$ cat src/rtl/pipe_pkg.sv
// Shared types and constants for the generic pipeline stage register.
package pipe_pkg;

    typedef enum logic [1:0] {
        ST_EMPTY = 2'd0,
        ST_BUSY  = 2'd1,
        ST_FULL  = 2'd2
    } state_t;

    localparam int OCC_W = 2;

    // Per-stage bundle widths (ID/EX boundary shown; others follow the same pattern)
    localparam int IDEX_CTRL_W = 16;
    localparam int IDEX_DATA_W = 32*4 + 5*3 + 26;

    // All-zero control: no register write, no memory access
    localparam logic [IDEX_CTRL_W-1:0] CTRL_NOP_DEFAULT = '0;

    // Number of entries held in a given state
    function automatic logic [OCC_W-1:0] occ_of(input state_t s);
        case (s)
            ST_EMPTY: occ_of = 2'd0;
            ST_BUSY:  occ_of = 2'd1;
            ST_FULL:  occ_of = 2'd2;
            default:  occ_of = 2'd0;
        endcase
    endfunction

endpackage

$ cat src/rtl/pipe_slot.sv
// One pipeline entry: control + datapath register with valid bit.
// Clearing forces control to the NOP pattern while the datapath holds.
module pipe_slot #(
    parameter int                CTRL_W   = 16,
    parameter int                DATA_W   = 32,
    parameter logic [CTRL_W-1:0] CTRL_NOP = '0
) (
    input  logic              clk,
    input  logic              rst,
    input  logic              i_clr,
    input  logic              i_load,
    input  logic [CTRL_W-1:0] i_ctrl,
    input  logic [DATA_W-1:0] i_data,
    output logic              o_valid,
    output logic [CTRL_W-1:0] o_ctrl,
    output logic [DATA_W-1:0] o_data
);

    logic              r_valid;
    logic [CTRL_W-1:0] r_ctrl;
    logic [DATA_W-1:0] r_data;

    // Entry register: reset > clear > load; datapath only changes on reset or load
    always_ff @(posedge clk) begin
        if (rst) begin
            r_valid <= 1'b0;
            r_ctrl  <= CTRL_NOP;
            r_data  <= '0;
        end else if (i_clr) begin
            r_valid <= 1'b0;
            r_ctrl  <= CTRL_NOP;
        end else if (i_load) begin
            r_valid <= 1'b1;
            r_ctrl  <= i_ctrl;
            r_data  <= i_data;
        end
    end

    assign o_valid = r_valid;
    assign o_ctrl  = r_ctrl;
    assign o_data  = r_data;

endmodule

$ cat src/rtl/pipe_stage_reg.sv
// Generic pipeline stage register with valid/ready flow control, flush
// and an optional 2-entry skid buffer (SKID=1, registered in_ready).
module pipe_stage_reg
    import pipe_pkg::*;
#(
    parameter int                DATA_W   = 32,
    parameter int                CTRL_W   = 16,
    parameter logic [CTRL_W-1:0] CTRL_NOP = CTRL_W'(CTRL_NOP_DEFAULT),
    parameter int                SKID     = 1
) (
    input  logic              clk,
    input  logic              rst,
    input  logic              flush,
    input  logic              in_valid,
    output logic              in_ready,
    input  logic [CTRL_W-1:0] in_ctrl,
    input  logic [DATA_W-1:0] in_data,
    output logic              out_valid,
    input  logic              out_ready,
    output logic [CTRL_W-1:0] out_ctrl,
    output logic [DATA_W-1:0] out_data,
    output logic [OCC_W-1:0]  occupancy
);

    state_t            r_state;
    state_t            w_state_nxt;
    logic              w_in_fire;
    logic              w_out_fire;
    logic              w_load_out;
    logic              w_clr_out;
    logic              w_load_skid;
    logic              w_clr_skid;
    logic              w_out_valid;
    logic              w_skid_valid;
    logic [CTRL_W-1:0] w_skid_ctrl;
    logic [DATA_W-1:0] w_skid_data;
    logic [CTRL_W-1:0] w_out_src_ctrl;
    logic [DATA_W-1:0] w_out_src_data;

    assign w_in_fire  = in_valid & in_ready;
    assign w_out_fire = w_out_valid & out_ready;

    // State register
    always_ff @(posedge clk) begin
        if (rst) begin
            r_state <= ST_EMPTY;
        end else begin
            r_state <= w_state_nxt;
        end
    end

    // Next-state and slot load/clear decode; flush overrides normal flow
    always_comb begin
        w_state_nxt = r_state;
        w_load_out  = 1'b0;
        w_clr_out   = 1'b0;
        w_load_skid = 1'b0;
        w_clr_skid  = 1'b0;
        if (flush) begin
            w_state_nxt = ST_EMPTY;
            w_clr_out   = 1'b1;
            w_clr_skid  = 1'b1;
        end else begin
            case (r_state)
                ST_EMPTY: begin
                    if (w_in_fire) begin
                        w_state_nxt = ST_BUSY;
                        w_load_out  = 1'b1;
                    end
                end
                ST_BUSY: begin
                    if (w_in_fire && w_out_fire) begin
                        w_load_out = 1'b1;
                    end else if (w_in_fire) begin
                        if (SKID != 0) begin
                            w_state_nxt = ST_FULL;
                            w_load_skid = 1'b1;
                        end else begin
                            w_load_out = 1'b1;
                        end
                    end else if (w_out_fire) begin
                        w_state_nxt = ST_EMPTY;
                        w_clr_out   = 1'b1;
                    end
                end
                ST_FULL: begin
                    if (w_out_fire) begin
                        w_state_nxt = ST_BUSY;
                        w_load_out  = 1'b1;
                        w_clr_skid  = 1'b1;
                    end
                end
                default: begin
                    w_state_nxt = ST_EMPTY;
                end
            endcase
        end
    end

    // A valid skid entry is always older than the input beat, so it refills the output first
    assign w_out_src_ctrl = w_skid_valid ? w_skid_ctrl : in_ctrl;
    assign w_out_src_data = w_skid_valid ? w_skid_data : in_data;

    pipe_slot #(
        .CTRL_W   (CTRL_W),
        .DATA_W   (DATA_W),
        .CTRL_NOP (CTRL_NOP)
    ) u_out_slot (
        .clk     (clk),
        .rst     (rst),
        .i_clr   (w_clr_out),
        .i_load  (w_load_out),
        .i_ctrl  (w_out_src_ctrl),
        .i_data  (w_out_src_data),
        .o_valid (w_out_valid),
        .o_ctrl  (out_ctrl),
        .o_data  (out_data)
    );

    generate
        if (SKID != 0) begin : g_skid
            logic r_in_ready;

            pipe_slot #(
                .CTRL_W   (CTRL_W),
                .DATA_W   (DATA_W),
                .CTRL_NOP (CTRL_NOP)
            ) u_skid_slot (
                .clk     (clk),
                .rst     (rst),
                .i_clr   (w_clr_skid),
                .i_load  (w_load_skid),
                .i_ctrl  (in_ctrl),
                .i_data  (in_data),
                .o_valid (w_skid_valid),
                .o_ctrl  (w_skid_ctrl),
                .o_data  (w_skid_data)
            );

            // Registered ready: accept next cycle unless the stage is about to be full
            always_ff @(posedge clk) begin
                if (rst) begin
                    r_in_ready <= 1'b1;
                end else begin
                    r_in_ready <= (w_state_nxt != ST_FULL);
                end
            end

            assign in_ready = r_in_ready;
        end else begin : g_noskid
            assign w_skid_valid = 1'b0;
            assign w_skid_ctrl  = CTRL_NOP;
            assign w_skid_data  = '0;
            assign in_ready     = ~w_out_valid | out_ready;
        end
    endgenerate

    assign out_valid = w_out_valid;
    assign occupancy = occ_of(r_state);

endmodule

$ cat config.mk
export PLATFORM = sky130hd
export DESIGN_NAME = pipe_stage_reg
export DESIGN_NICKNAME = d
export VERILOG_FILES = /design/src/rtl/pipe_pkg.sv /design/src/rtl/pipe_slot.sv /design/src/rtl/pipe_stage_reg.sv
export SDC_FILE = /design/constraint.sdc
export NUM_CORES = 1
export LEC_CHECK = 0
export BUFFER_PORTS_ARGS = -buffer_cell sky130_fd_sc_hd__buf_2
export CORE_UTILIZATION = 35
export DETAILED_ROUTE_END_ITERATION = 8
export PLACE_DENSITY = 0.52
export SETUP_SLACK_MARGIN = 0.02
export SKIP_LAST_GASP = 1
export SYNTH_ARGS = -nofsm -noshare
export SYNTH_HDL_FRONTEND = slang
export SYNTH_SLANG_ARGS = --single-unit
$ cat constraint.sdc
create_clock -name clk -period 4.2 [get_ports clk]
set_input_delay 0.63 -clock clk [delete_from_list [all_inputs] [get_ports clk]]
set_output_delay 0.63 -clock clk [all_outputs]
set_load 0.01 [all_outputs]
Word level (Yosys, flattened, before mapping)
Cells that the tools add are included.

operators by class
  equal/unequal tests = 3
  reduce and logical (&&, ||, !) cells = 6
  muxes and demuxes = 24
  bitwise gates (word level) = 4

operator list
  operator                                                         number
  32-bit two-way mux                                               1
  16-bit two-way mux                                               1
  1-bit two-way mux                                                13
  2-bit two-way mux                                                6
  2-bit case mux with 3 select lines                               1
  2-bit case mux with 2 select lines                               1
  2-bit AND reduction                                              2
  2-bit OR reduction                                               2
  1-bit case mux with 3 select lines                               1
  1-bit AND                                                        2
  2-bit by 1-bit == test with 1-bit output, second input constant  1
  2-bit == test, second input constant                             1
  2-bit logical NOT                                                1
  2-bit inequality test, second input constant                     1
  1-bit inverter                                                   2
  1-bit logical AND                                                1

word-level totals
  bits in registers = 101

Depth between registers and ports, before layout
Gate-level depths: netlist of the first run.

  word-level depth = 8
  depth in mapped cells = 6

Modules after synthesis
A second synthesis of the first run with hierarchy kept.

unflattened totals
  cell total of the unflattened synthesis = 477
  area, all modules = 4954.8 um^2

by module, submodules not included
  module          area an instance (um^2)  cells each  seq. area each (um^2)  times used
  pipe_slot       2094.5                   201         980.9                  2
  pipe_stage_reg  765.7                    75          60.1                   1

Worst setup path after synthesis of the first run
No wires, ideal clock.

  path type = input to register
  start = in rst
  end = reg u_out_slot.r_data[12], in the netlist u_out_slot.o_data[12]
  setup time = 0.121 ns
  path slack = 2.400 ns
  path buffers = 3
  data arrival time = 1.679 ns
  stages on the path = 5
  cell sequence = buf_2 > buf_1 > clkbuf_1 > nor2_1 > mux2_2

RTL lines
  item                    RTL line              text
  start: declaration      pipe_stage_reg.sv:12  input logic rst,
  end signal: assignment  pipe_slot.sv:35       r_data <= i_data;
  end: declaration        pipe_slot.sv:21       logic [DATA_W-1:0] r_data;

Worst setup path in the final report of the first run
  start = reg r_state[0]
  end = reg u_out_slot.r_data[27], in the netlist u_out_slot.o_data[27]

on the way
  longest elaborated chain between the ends = 5
  elaborated cells on any way between the ends = 9
  those cells by class = eq/ne: 2; mux: 4; bitwise: 1; reduce/logical: 2

RTL lines
  item                                                                        RTL line              text
  start: declaration                                                          pipe_stage_reg.sv:25  state_t r_state;
  start signal: assignment                                                    pipe_stage_reg.sv:48  r_state <= w_state_nxt;
  branches (longest 4 deep; another with 1-bit case mux with 3 select lines)  n/a
  2-bit AND reduction (no line) *                                             n/a

Mark *: on every way between the ends.
A chain may end at the register's enable or synchronous reset.

==> results_dict.tcl, run 1 <==
set metrics [dict create \
    status "finished, final reports clean" \
    antenna_found_initial 0 \
    clock_latency_ns 0.34 \
    drt_iter0_drc 199 \
    fin_util 0.422 \
    hold_buffers 0 \
    yosysWarningCount 0 \
    clockBufferDepth 2 \
    gp_congestion 0.726 \
    initial_core_util 0.358 \
    finalCriticalPeriod_ns 2.46 \
    path_max_fanout 50 \
    power.leakage_nw 2.27 \
    synth_enable_flop_cells 0 \
    h-tree-depth 3 \
    grt_first_pass_wirelength_um 17900 \
    drt_wl_total_um 10900 \
    synth-async-reset-ratio 0 \
    fmax_mhz 406 \
    synth_nets 557 \
    crit_chain "nand4b_2 -> buf_4 -> a211o_2 -> buf_4 -> mux2_2" \
    endpoint_kind "flop" \
    setup_viol 0 \
    area_delta_synth_final_pct 17.8 \
    cp.arrival_ns 2.69 \
    syn_area_per_cell_um2 9.82 \
    maxSlewViolCount 0 \
    avgViaCountPerCell 4.87 \
    clock_skew_ns 0.00601 \
    drc 0 \
    cts_tree "yes" \
    yosys_most_used_dff "dfxtp_1" \
    core_area_um2 13800 \
    cap_violations 0 \
    rows 43 \
    rsz0062_at_grt "false" \
    ys_top_cells_by_area "dfxtp_1, mux2i_1, mux2_2" \
    drtPass1Iterations 4 \
    crit_slowest_cell "a211o_2" \
    layout-drive-gt1-share 0.305 \
    grt_overflow 0 \
    yosysUniqueCellTypes 32 \
    vdd_drop_max_v 0.000275 \
    final_area_um2 5830 \
    worst_slew_pin_slew_ns 1.26 \
    grt_start_max_net_pins 55 \
    dpl_cell_area_um2 5570 \
    synth_seq_cells 101 \
    vias 3736 \
    min_path_type "reg -> reg" \
    start_kind "flop" \
    setup_tns_ns 0 \
    post_drt_wl_per_cell_um 14.2 \
    cp.required_ns 4.43 \
    ctsRootBufferMaster "clkbuf_16" \
    max_slew_margin 0.155 \
    cts_setup_buffers 0 \
    crit_top_cell "buf_4" \
    critPathMaxStageDelay_ns 0.47 \
    antennaDiodeCount 0 \
    portBuffers 104 \
    hold_violations 0 \
    synth.cell_area_um2 4950 \
    cts-resized-gates 0 \
    powerDensity_nw_per_um2 341 \
    clkSinkCount 101 \
    path_clk_slew_ns 0.07 \
    crit_type "reg -> reg" \
    period_share 0.586 \
    synthCells 504 \
    place_hpwl_um 7210 \
    yosysTopAreaCell "dfxtp_1" \
    grt_pass1_vias 3674 \
    ys_seq_area_frac 0.408 \
    die_area_um2 14600 \
    cts_buffers 9 \
    die_h_um 121 \
    ant_nets 0 \
    track_usage 0.157 \
    die_w_um 121 \
    synth.top_cell.area_share 0.408 \
    nets 637 \
    ioPinCount 105 \
]
where the power goes:
part	internal (mW)	switching, mW	total [mW]
sequential	0.986	0.0152	1.00
clock	0.426	0.347	0.773
combinational	0.104	0.112	0.216
total	1.52	0.474	1.99
flip-flops by register name, indices dropped and copies added (netlist names):
register and flops:
in_ready 1, g_skid.u_skid_slot.o_data 32, g_skid.u_skid_slot.o_ctrl 16, u_out_slot.o_ctrl 16, u_out_slot.o_valid 1, r_state 2
g_skid.u_skid_slot.o_valid 1, u_out_slot.o_data 32
layout make-up:
cell class / count / area [µm²]
Fill cell: 1365 / 7990
Multi-Input combinational cell: 343 / 2670
Sequential cell: 101 / 2020
Timing Repair Buffer: 112 / 581
Clock buffer: 12 / 256
Tap cell: 180 / 225
Inverter: 17 / 63.8
Clock inverter: 2 / 10.0
metrics by stage:
| step | hold WS, ns | power [mW] | setup slack, ns | instances |
|---|---|---|---|---|
| floorplan | 0.443 | 1.16 | 2.40 | 504 |
| global placement | 0.450 | 1.24 | 1.49 | 753 |
| detailed placement | 0.449 | 1.24 | 1.43 | 753 |
| CTS | 0.460 | 2.03 | 1.73 | 767 |
| global route | 0.483 | 2.09 | 1.58 | 767 |
| finish | 0.456 | 1.99 | 1.74 | 767 |
cell usage after synthesis, types with 2 or more instances:
| cell type | number |
|---|---|
| clkbuf_1 | 24 |
| mux2_2 | 48 |
| nand3_1 | 33 |
| buf_2 | 12 |
| buf_1 | 3 |
| inv_1 | 17 |
| a2111oi_0 | 16 |
| nand2b_1 | 64 |
| dfxtp_1 | 101 |
| o21a_1 | 2 |
| mux2i_1 | 80 |
| buf_6 | 2 |
| nor2_1 | 32 |
| nor2b_1 | 34 |
| a21oi_1 | 3 |
| buf_4 | 2 |
| a211oi_1 | 16 |
routing by layer:
layer / share of wire / wire, µm / up-vias / GRT usage
met1: 0.47 / 5080 / 1745 / 0.196
li1: - / - / 1899 / -
met3: 0.066 / 715 / 7 / 0.0559
met2: 0.46 / 4990 / 85 / 0.256
met4: 0.0089 / 97 / 0 / 0.0394
met5: 0 / 0 / - / 0
critical path: cells and delay by family (launching register included):
| kind | cells | cell delay (ns) |
|---|---|---|
| buffers and inverters | 2 | 0.85 |
| AO/OA/AOI/OAI | 1 | 0.47 |
| flip-flops | 1 | 0.41 |
| multiplexers | 1 | 0.40 |
| AND/OR/NAND/NOR | 1 | 0.16 |
final timing paths:
| check | start | endpoint | slack [ns] | cells past startpoint |
|---|---|---|---|---|
| setup / recovery | r_state[0] | u_out_slot.o_data[27] | 1.74 | 5 |
| setup reg to reg | r_state[0] | u_out_slot.o_data[27] | 1.74 | 5 |
| hold / removal | u_out_slot.o_ctrl[2] | u_out_slot.o_ctrl[2] | 0.46 | 2 |
| hold reg to reg | u_out_slot.o_ctrl[2] | u_out_slot.o_ctrl[2] | 0.46 | 2 |
cell families after synthesis:
group | count (synthesis) | synth area share
flops | 101 | 0.408
buf+inv | 60 | 0.0531
compound gates | 44 | 0.0692
simple gates | 171 | 0.198
mux | 128 | 0.271
layout by cell type (no fill, tap or decap), drive strengths merged, types with 2 or more instances in the layout:
| master | n |
|---|---|
| buf | 112 |
| dfxtp | 101 |
| mux2i | 80 |
| nand2b | 64 |
| mux2 | 48 |
| nor2b | 34 |
| nand3 | 33 |
| nor2 | 33 |
| inv | 17 |
| a2111oi | 16 |
| a211oi | 16 |
| clkbuf | 12 |
| a21oi | 3 |
| o21a | 2 |
| clkinv | 2 |
| a21boi | 2 |
| nand4b | 2 |
| o21ai | 2 |
No activity file was read; power rests on OpenSTA's default activity.
==> run 2, diff against run 1 <==
--- a/config.mk
+++ b/config.mk
@@ -8,7 +8,7 @@
 export BUFFER_PORTS_ARGS = -buffer_cell sky130_fd_sc_hd__buf_2
 export CORE_UTILIZATION = 35
 export DETAILED_ROUTE_END_ITERATION = 8
-export PLACE_DENSITY = 0.52
+export PLACE_DENSITY = 0.54
 export SETUP_SLACK_MARGIN = 0.02
 export SKIP_LAST_GASP = 1
 export SYNTH_ARGS = -nofsm -noshare
==> constraint.sdc (replaced) <==
create_clock -name clk -period 2.15 [get_ports clk]
set_input_delay 0.3225 -clock clk [delete_from_list [all_inputs] [get_ports clk]]
set_output_delay 0.3225 -clock clk [all_outputs]
set_load 0.01 [all_outputs]
==> results_dict.tcl, run 2 (synthesis gave the netlist of run 1 again) <==
set metrics [dict create \
    status "finished, final reports clean" \
    drc 0 \
    critPathMaxStageDelay_ns 0.98 \
    final_area_um2 5960 \
    final_common_cell "buf_2" \
    rsz0062_at_grt "false" \
    finalCriticalPeriod_ns 1.86 \
    cp.required_ns 2.32 \
    vdd_drop_max_v 0.000363 \
    layout-drive-gt1-share 0.313 \
    rows 43 \
    hold_violations 0 \
    start_kind "flop" \
    ctsRootBufferMaster "clkbuf_16" \
    cap_violations 0 \
    grt_first_pass_wirelength_um 17700 \
    place_hpwl_um 7270 \
    min_path_type "in -> reg" \
    ioPinCount 105 \
    powerDensity_nw_per_um2 694 \
    mostFrequentLayoutCells "buf_2, dfxtp_1, mux2i_1" \
    die_w_um 121 \
    period_share 0.867 \
    fin_cells 774 \
    die_area_um2 14600 \
    vias 3785 \
    initial_core_util 0.358 \
    cts-resized-gates 0 \
    setup_viol 0 \
    cp.arrival_ns 2.03 \
    drt_wl_total_um 11000 \
    cts_setup_buffers 0 \
    cts_tree "yes" \
    post-place-cells 759 \
    hold_buffers 0 \
    grt_pass1_vias 3724 \
    crit_type "reg -> reg" \
    dpl_cell_area_um2 5650 \
    grt_overflow 0 \
    h-tree-depth 3 \
    track_usage 0.154 \
    clock_skew_ns 0.00659 \
    drt_iter0_drc 136 \
    path_max_fanout 17 \
    area_delta_synth_final_pct 20.5 \
    clock_latency_ns 0.35 \
    clkSinkCount 101 \
    avgViaCountPerCell 4.89 \
    crit_chain "nand4b_1 -> o21ai_1 -> a211oi_1" \
    nets 643 \
    setup_tns_ns 0 \
    grt_start_max_net_pins 109 \
    endpoint_kind "flop" \
    antenna_found_initial 0 \
    whs_ns 0.238 \
    fmax_mhz 537 \
    path_clk_slew_ns 0.07 \
    gp_congestion 0.715 \
    post_drt_wl_per_cell_um 14.2 \
    cts_buffers 9 \
    worst_slew_pin_slew_ns 1.26 \
    power.leakage_nw 2.34 \
    ant_nets 0 \
    maxSlewViolCount 0 \
    portBuffers 104 \
    antennaDiodeCount 0 \
    final.fill_count 1371 \
    core_area_um2 13800 \
    fin_util 0.431 \
    clockBufferDepth 2 \
    max_slew_margin 0.156 \
    die_h_um 121 \
    crit_slowest_cell "o21ai_1" \
    drtPass1Iterations 6 \
]
==> run 2: final timing paths <==
path | from | endpoint | slack (ns) | cells after the start
worst max-delay path | u_out_slot.o_valid | u_out_slot.o_ctrl[10] | 0.29 | 3
worst min-delay path | in_data[16] | g_skid.u_skid_slot.o_data[16] | 0.24 | 3
worst max register to register | u_out_slot.o_valid | u_out_slot.o_ctrl[10] | 0.29 | 3
worst min register to register | u_out_slot.o_ctrl[0] | u_out_slot.o_ctrl[0] | 0.46 | 2
==> run 2: area by class of cell <==
| cell class | instances | area, µm² | share of cell area |
|---|---|---|---|
| Clock buffer | 11 | 243 | 0.0407 |
| Sequential cell | 101 | 2020 | 0.339 |
| Tap cell | 180 | 225 | 0.0378 |
| Clock inverter | 4 | 72.6 | 0.0122 |
| Multi-Input combinational cell | 343 | 2670 | 0.448 |
| Timing Repair Buffer | 118 | 663 | 0.111 |
| Inverter | 17 | 63.8 | 0.0107 |
==> run 2: power by group <==
group          switching [mW]  internal, mW  leakage (nW)
logic                   0.222         0.213          1.36
registers              0.0278          1.92         0.820
clock network           0.710          1.04         0.152
total                   0.960          3.18          2.34
==> run 2: stage by stage <==
stage | total power, mW | worst slack [ns]
6_report | 4.14 | 0.286
5_1_grt | 4.33 | 0.129
4_1_cts | 4.22 | 0.296
3_5_place_dp | 2.44 | 0.272
3_3_place_gp | 2.42 | 0.324
2_1_floorplan | 2.27 | 0.527
==> run 2: worst max-delay path: cells and delay by family (launching register included) <==
| family | cells | cell delay (ns) |
|---|---|---|
| compound gates | 2 | 1.07 |
| simple gates | 1 | 0.14 |
| flops | 1 | 0.47 |
==> run 2: layer usage <==
layer | up-vias | global-route usage | share of wire
li1 | 1905 | - | -
met1 | 1790 | 0.193 | 0.47
met2 | 78 | 0.247 | 0.45
met3 | 12 | 0.0479 | 0.057
met4 | 0 | 0.0571 | 0.015
met5 | - | 0 | 0
==> run 3, diff against run 2 <==
--- a/config.mk
+++ b/config.mk
@@ -7,6 +7,7 @@
 export LEC_CHECK = 0
 export BUFFER_PORTS_ARGS = -buffer_cell sky130_fd_sc_hd__buf_2
 export CORE_UTILIZATION = 35
+export CTS_BUF_LIST = sky130_fd_sc_hd__clkbuf_4 sky130_fd_sc_hd__clkbuf_8 sky130_fd_sc_hd__clkbuf_16
 export DETAILED_ROUTE_END_ITERATION = 8
 export PLACE_DENSITY = 0.54
 export SETUP_SLACK_MARGIN = 0.02
==> results_dict.tcl, run 3 (synthesis gave the netlist of run 1 again) <==
set metrics [dict create \
    rrSetupSlack_ns 0.28 \
    setup_viol 0 \
    path_clk_slew_ns 0.07 \
    worst_slew_pin_slew_ns 1.26 \
    period_share 0.871 \
    final_common_cell "buf_2" \
    vdd_drop_max_v 0.000363 \
    timing.rr.end "u_out_slot.o_ctrl[10]" \
    min_path_type "in -> reg" \
    hold_buffers 0 \
    setup_tns_ns 0 \
    drt_iter0_drc 136 \
    rsz0062_at_grt "false" \
    hold_violations 0 \
    area_delta_synth_final_pct 20.5 \
    initial_core_util 0.358 \
    antenna_found_initial 0 \
    status "finished, final reports clean" \
    track_usage 0.154 \
    clock_skew_ns 0.00668 \
    drt_wl_total_um 11000 \
    grt_first_pass_wirelength_um 17700 \
    powerDensity_nw_per_um2 696 \
    grt_start_max_net_pins 109 \
    power.leakage_nw 2.34 \
    rows 43 \
    die_area_um2 14600 \
    fmax_mhz 534 \
    post_drt_wl_per_cell_um 14.2 \
    clockBufferDepth 2 \
    final.fill_count 1369 \
    drtPass1Iterations 5 \
    cts_setup_buffers 0 \
    nets 643 \
    h-tree-depth 3 \
    clkSinkCount 101 \
    die_h_um 121 \
    hold_path_end "g_skid.u_skid_slot.o_data[16]" \
    r2r_cells 3 \
    grt_overflow 0 \
    gp_congestion 0.715 \
    crit_type "reg -> reg" \
    critPathMaxStageDelay_ns 0.98 \
    ant_nets 0 \
    cp.required_ns 2.32 \
    path_max_fanout 17 \
    layout-drive-gt1-share 0.315 \
    vias 3786 \
    avgViaCountPerCell 4.89 \
    portBuffers 104 \
    finalCriticalPeriod_ns 1.87 \
    max_slew_margin 0.153 \
    fin_util 0.432 \
    cp.arrival_ns 2.04 \
    drc 0 \
    ctsRootBufferMaster "clkbuf_16" \
    mostFrequentLayoutCells "buf_2, dfxtp_1, mux2i_1" \
    antennaDiodeCount 0 \
    ioPinCount 105 \
    grt_pass1_vias 3724 \
    timing.hold.worst_path_depth 3 \
    crit_slowest_cell "o21ai_1" \
    clock_latency_ns 0.35 \
    cts_tree "yes" \
    cts-resized-gates 0 \
    crit_chain "nand4b_1 -> o21ai_1 -> a211oi_1" \
    start_kind "flop" \
    critPathBufInv 0 \
    die_w_um 121 \
    cap_violations 0 \
    worstHoldStart "in_data[16]" \
    cp_top_family "compound AO/OA/AOI/OAI gates" \
    core_area_um2 13800 \
    place_hpwl_um 7270 \
    cts_buffers 9 \
    r2r-start "u_out_slot.o_valid" \
    endpoint_kind "flop" \
    maxSlewViolCount 0 \
]
## run 3: worst max path at each step
stage / startpoint / end / slack [ns] / cells past startpoint
floorplan: g_skid.u_skid_slot.o_valid / u_out_slot.o_ctrl[1] / 0.53 / 4
global placement: in_valid / u_out_slot.o_ctrl[9] / 0.32 / 4
detailed placement: in_valid / u_out_slot.o_ctrl[10] / 0.27 / 4
CTS: u_out_slot.o_valid / u_out_slot.o_ctrl[10] / 0.30 / 3
global route: u_out_slot.o_valid / u_out_slot.o_ctrl[9] / 0.13 / 3
finish: u_out_slot.o_valid / u_out_slot.o_ctrl[10] / 0.28 / 3
## run 3: final cells by class
cell class                 instances  area, µm²  share of cell area
tap                              180        225              0.0377
inverter                          17       63.8              0.0107
multi-input combinational        343       2670               0.448
sequential                       101       2020               0.339
clock inverter                     4       72.6              0.0122
timing repair buffer             118        663               0.111
clock buffer                      11        246              0.0413
## run 3: where the power goes
part | leakage [nW] | total [mW] | switching [mW] | internal, mW
registers | 0.820 | 1.95 | 0.0277 | 1.92
clock network | 0.155 | 1.77 | 0.711 | 1.06
logic | 1.36 | 0.435 | 0.222 | 0.213
total | 2.34 | 4.16 | 0.961 | 3.20
## run 3: through the flow
stage	hold WS (ns)	power (mW)	worst slack (ns)	cells	cell area, µm²
2_1_floorplan	0.443	2.27	0.527	504	4950
3_3_place_gp	0.444	2.42	0.324	759	5650
3_5_place_dp	0.453	2.44	0.272	759	5650
4_1_cts	0.219	4.24	0.296	774	5970
5_1_grt	0.237	4.34	0.129	774	5970
6_report	0.238	4.16	0.277	774	5970
## run 3: worst register-to-register path, cell delays in order (launching register included)
cell and delay [ns]:
dfxtp_1 0.47, nand4b_1 0.15, o21ai_1 0.98, a211oi_1 0.10
## run 3: layer usage
metal	vias to the layer above	GRT usage	wire, µm
met2	80	0.247	5000
met3	12	0.0479	639
met1	1788	0.193	5220
li1	1906	-	-
met5	-	0	0
met4	0	0.0571	164
